### config.mk
export PLATFORM = sky130hd
export DESIGN_NAME = alu_share_ctrl
export DESIGN_NICKNAME = d
export VERILOG_FILES = /design/src/rtl/alu_ctrl_pkg.sv /design/src/rtl/alu_share_ctrl_rr_arb2.sv /design/src/rtl/alu_share_ctrl.sv
export SDC_FILE = /design/constraint.sdc
export NUM_CORES = 1
export LEC_CHECK = 0
export CAP_MARGIN = 20
export CORE_AREA = 3 3 115 117
export DETAILED_ROUTE_END_ITERATION = 6
export DIE_AREA = 0 0 118 120
export GPL_ROUTABILITY_DRIVEN = 0
export GPL_TIMING_DRIVEN = 1
export SKIP_CTS_REPAIR_TIMING = 1
export SLEW_MARGIN = 25
export SYNTH_ARGS = -nofsm -noshare
export SYNTH_HDL_FRONTEND = slang
export SYNTH_SLANG_ARGS = --single-unit
### constraint.sdc
create_clock -name clk -period 3.2 [get_ports clk]
set_input_delay 0.96 -clock clk [delete_from_list [all_inputs] [get_ports clk]]
set_output_delay 0.96 -clock clk [all_outputs]
set_load 0.1 [all_outputs]
### src/rtl/alu_ctrl_pkg.sv
// Shared definitions for the ALU sharing controller: command codes, SR bit
// positions and the response-slot state encoding.
package alu_ctrl_pkg;

    localparam logic [3:0] CMD_MOV = 4'b0001;
    localparam logic [3:0] CMD_MVN = 4'b1001;
    localparam logic [3:0] CMD_ADD = 4'b0010;
    localparam logic [3:0] CMD_ADC = 4'b0011;
    localparam logic [3:0] CMD_SUB = 4'b0100;
    localparam logic [3:0] CMD_SBC = 4'b0101;
    localparam logic [3:0] CMD_AND = 4'b0110;
    localparam logic [3:0] CMD_ORR = 4'b0111;
    localparam logic [3:0] CMD_EOR = 4'b1000;

    localparam int SR_N = 3;
    localparam int SR_Z = 2;
    localparam int SR_C = 1;
    localparam int SR_V = 0;

    typedef enum logic {
        ST_IDLE = 1'b0,
        ST_FULL = 1'b1
    } state_t;

    function automatic logic [1:0] id_to_onehot(input logic id);
        return id ? 2'b10 : 2'b01;
    endfunction

endpackage

### src/rtl/alu_share_ctrl_rr_arb2.sv
// Two-way round-robin arbiter: ptr picks the winner on contention, a sole
// requester always wins. Purely combinational; en gates the grant.
module rr_arb2
    import alu_ctrl_pkg::*;
(
    input  logic [1:0] req,
    input  logic       ptr,
    input  logic       en,
    output logic [1:0] gnt,
    output logic       gnt_id
);

    always_comb begin
        gnt_id = (&req) ? ptr : req[1];
        gnt    = 2'b00;
        if (en && (|req)) begin
            gnt = id_to_onehot(gnt_id);
        end
    end

endmodule

### src/rtl/alu_share_ctrl.sv
// Shares one external combinational ALU between the execute stage (0) and the
// aux/debug unit (1); owns SR and a single registered response slot.
module alu_share_ctrl
    import alu_ctrl_pkg::*;
#(
    parameter int         DW     = 32,
    parameter logic [3:0] SR_RST = 4'b0000
) (
    input  logic            clk,
    input  logic            rst,
    input  logic [1:0]      req_valid,
    output logic [1:0]      req_ready,
    input  logic [7:0]      req_cmd,
    input  logic [2*DW-1:0] req_val1,
    input  logic [2*DW-1:0] req_val2,
    input  logic [1:0]      req_s,
    output logic [3:0]      alu_cmd,
    output logic [3:0]      alu_sr,
    output logic [DW-1:0]   alu_val1,
    output logic [DW-1:0]   alu_val2,
    input  logic [3:0]      alu_status,
    input  logic [DW-1:0]   alu_result,
    output logic            rsp_valid,
    output logic            rsp_id,
    output logic [DW-1:0]   rsp_result,
    output logic [3:0]      rsp_status,
    input  logic            rsp_ready,
    output logic [3:0]      sr
);

    state_t     state_q;
    state_t     state_d;
    logic       rr_ptr;
    logic       slot_free;
    logic [1:0] gnt;
    logic       gnt_id;
    logic       granted;
    logic       sel;

    // A grant may land in the same cycle the consumer drains the slot.
    assign slot_free = (state_q == ST_IDLE) || (rsp_valid && rsp_ready);

    rr_arb2 u_arb (
        .req    (req_valid),
        .ptr    (rr_ptr),
        .en     (slot_free && !rst),
        .gnt    (gnt),
        .gnt_id (gnt_id)
    );

    assign granted   = |gnt;
    assign req_ready = gnt;
    assign rsp_valid = (state_q == ST_FULL);

    // With no grant the ALU still sees requester rr_ptr; its output is ignored.
    assign sel      = granted ? gnt_id : rr_ptr;
    assign alu_cmd  = sel ? req_cmd[7:4]          : req_cmd[3:0];
    assign alu_val1 = sel ? req_val1[2*DW-1:DW]   : req_val1[DW-1:0];
    assign alu_val2 = sel ? req_val2[2*DW-1:DW]   : req_val2[DW-1:0];
    assign alu_sr   = sr;

    always_comb begin
        state_d = state_q;
        if (granted) begin
            state_d = ST_FULL;
        end else if ((state_q == ST_FULL) && rsp_ready) begin
            state_d = ST_IDLE;
        end
    end

    always_ff @(posedge clk) begin
        if (rst) begin
            state_q    <= ST_IDLE;
            sr         <= SR_RST;
            rr_ptr     <= 1'b0;
            rsp_id     <= 1'b0;
            rsp_result <= '0;
            rsp_status <= 4'b0000;
        end else begin
            state_q <= state_d;
            if (granted) begin
                rsp_id     <= gnt_id;
                rsp_result <= alu_result;
                rsp_status <= alu_status;
                rr_ptr     <= ~gnt_id;
                if (req_s[gnt_id]) begin
                    sr <= alu_status;
                end
            end
        end
    end

endmodule

==> flow_summary.ini <==
[outcome]
status = finished, violations left
violations = setup timing

[synth]
synth_top_area_share_pct = 35.8
yosysMostFrequentCell = nand2_1
synth_warnings = 0
synth_edf_count = 0
syn_nets = 450
netlist_top_cells_area = dfxtp_1, mux2_2, nand2_1, mux2_1, nand3_1
synth.distinct_cells = 27
ys_seq_elements = 43
synth-seq-area-share_pct = 35.8
synth_common_cells = nand2_1, mux2_2, dfxtp_1, nand3_1, mux2_1
synth.avg_cell_area_sq_um = 8.87
ys_async_sr_fraction_pct = 0
syn_inst = 271
synth_flop_cell = dfxtp_1
syn_area_sq_mm = 0.00240
yosys.area.top_type = dfxtp_1

[sta]
fmax_mhz = 290
period_needed_ns = 3.45
min_period_over_period_pct = 108
skew_ns = 0.00499
fin_ws_ns = -0.248
whs_ns = 0.454
rsz0062_at_grt = yes
maxSlewViolCount = 0
finalSetupViolations = 68
slew_headroom_pct = 76.5
worst_pin_slew_ns = 0.352
finalHoldViolations = 0

[floorplanning]
start_util_pct = 19.3
die_h_um = 120
chipWidth_um = 118
io_pins = 295
die_area_sq_mm = 0.0142
fp-row-count = 41
core_area_sq_mm = 0.0125

[setup_path]
timing.rr.start = rsp_valid$_SDFFE_PP0P_
cp-endpoint = alu_val2[3]
arrival_ns = 2.49
critPathKind = in -> out
critPathTopFamily = buffers and inverters
worst_path_max_delay_cell = mux2_4
worst-path-stages = 8
required_ns = 2.24
start_kind = primary input
r2r_cells = 5
path_cells = buf_6 > and2b_2 > nor3_4 > o22ai_4 > buf_12 > clkbuf_16 > mux2_4 > buf_12
cp-end-kind = primary output
r2r_setup_slack_ns = 1.54
max_stage_delay_ns = 0.35
startpoint = rsp_ready
cp_max_fo = 7
crit_path_frequent_cell = buf_12
r2r-end = rsp_id$_SDFFE_PP0P_
crit_buf_inv = 4

[routing]
wl_per_cell_um = 19.0
drt_first_pass_iters = 6
vias = 3218
drt_iter0_drc = 115
post_drt_via_cell_ratio = 4.30
ant_nets = 0
routed_wl_mm = 14.2
drc = 0

[grt]
grt_pass1_wl_mm = 19.1
track_usage_pct = 17.2
overflow = 0
antenna_found_initial = 3
grt_pass1_vias = 3198
grt_max_degree = 47

[pwr]
net-switching-power_mw = 1.53
p_int_mw = 1.76
p_seq_share_pct = 18.5
finalPower_mw = 3.29
leakage_nw = 3.26
powerDensity_mw_per_mm2 = 480
p_clk_share_pct = 17.4
p_sw_share_pct = 46.5
comb_power_share_pct = 64.1
ir_worst_vdd_uv = 348

[cells_and_area]
drive_above_1_share_pct = 39.8
layout.nets = 753
syn2layout_area_growth_pct = 185
fill_cells = 1079
layout.cells.non_filler = 749

[cts]
cts_tree = yes
clkTransAtPathRegs_ns = 0.06
cts_buffer_depth = 2
cts_root_buffer = clkbuf_16
numCtsBuffers = 5
cts_num_sinks = 43
clk_latency_ns = 0.28
h-tree-depth = 2

[placement]
io_buffers = 294
placedCellCount = 732
dp_hpwl_mm = 11.4

[hold_path]
min_path_type = reg -> reg

[flow_run]
drv_cap = 0
==> worst min-delay path by stage <==
stage / start / to / slack (ns) / depth (start not counted)
after global routing: rsp_result[22]$_SDFFE_PP0P_ / rsp_result[22]$_SDFFE_PP0P_ / 0.48 / 2
after CTS: rsp_result[30]$_SDFFE_PP0P_ / rsp_result[30]$_SDFFE_PP0P_ / 0.46 / 2
final: rsp_result[30]$_SDFFE_PP0P_ / rsp_result[30]$_SDFFE_PP0P_ / 0.45 / 2
after global placement: rsp_result[21]$_SDFFE_PP0P_ / rsp_result[21]$_SDFFE_PP0P_ / 0.44 / 2
after floorplan: rr_ptr$_SDFFE_PP0P_ / rr_ptr$_SDFFE_PP0P_ / 0.51 / 2
after detailed placement: rsp_result[30]$_SDFFE_PP0P_ / rsp_result[30]$_SDFFE_PP0P_ / 0.45 / 2
==> layout make-up <==
class / count / area (sq um) / area share (%)
antenna: 2 / 5.00 / 0.0730
clock buffer: 5 / 125 / 1.83
clock inverter: 3 / 43.8 / 0.639
inverter: 3 / 11.3 / 0.164
multi-input combinational: 202 / 1700 / 24.7
sequential: 43 / 862 / 12.6
tap: 172 / 215 / 3.14
timing repair buffer: 319 / 3900 / 56.8
==> per-stage QoR <==
step	setup TNS (ns)	setup slack, ns	cell area (sq um)	utilization, %
after CTS	-40.00	-0.643	6470	51.9
after global placement	-38.54	-0.621	6300	50.5
after detailed placement	-39.72	-0.636	6300	50.5
final	-12.96	-0.248	6860	55.0
after floorplan	-3.76	-0.0661	2510	-
after global routing	-15.49	-0.270	6860	55.0
==> registers in the layout, summed over array words and instances, names as in the netlist <==
signal      count
rsp_valid       1
rr_ptr          1
rsp_result     32
alu_sr          4
rsp_id          1
rsp_status      4
==> logic make-up (layout without fill, tap and decap cells) <==
kind of cell	Yosys count	in the layout	synth area share, %
AOI/OAI and AO/OA	8	8	3.28
other	0	2	0
buffers and inverters	26	330	5.78
muxes	72	72	33.5
DFF	43	43	35.8
and+or+nand+nor	122	122	21.6
==> cell usage in the layout (no fill, tap or decap), types with 2 or more instances in the layout <==
master             n
mux2_4            66
buf_12            73
buf_8              4
inv_1              2
mux2_2             2
nand3_1           36
buf_6              2
buf_4             57
diode_2            2
nand2_1           80
clkbuf_16         10
clkdlybuf4s50_1  174
nor3_4             2
dfxtp_1           42
dlymetal6s2s_1     2
mux2i_1            4
==> per-layer routing <==
metal / GRT usage, % / routed length [um]
met5: 0 / 9
met4: 3.15 / 270
met3: 6.69 / 1150
met2: 30.5 / 7100
met1: 19.9 / 5700
==> worst reg2reg max path: cells and delay by family (launching register included) <==
family / cells / cell delay [ns]
AOI/OAI and AO/OA: 1 / 0.26
buffers and inverters: 2 / 0.38
DFF: 1 / 0.33
and+or+nand+nor: 2 / 0.61
==> power groups by stage <==
| stage | sequential, mW | clock, mW | combinational (mW) |
|---|---|---|---|
| after floorplan | 0.936 | 0 | 0.907 |
| after global placement | 0.618 | 0 | 2.00 |
| after detailed placement | 0.620 | 0 | 2.01 |
| after CTS | 0.610 | 0.592 | 2.01 |
| after global routing | 0.615 | 0.616 | 2.16 |
| final | 0.609 | 0.571 | 2.11 |
Note: power is estimated with default switching activity, not from simulation.
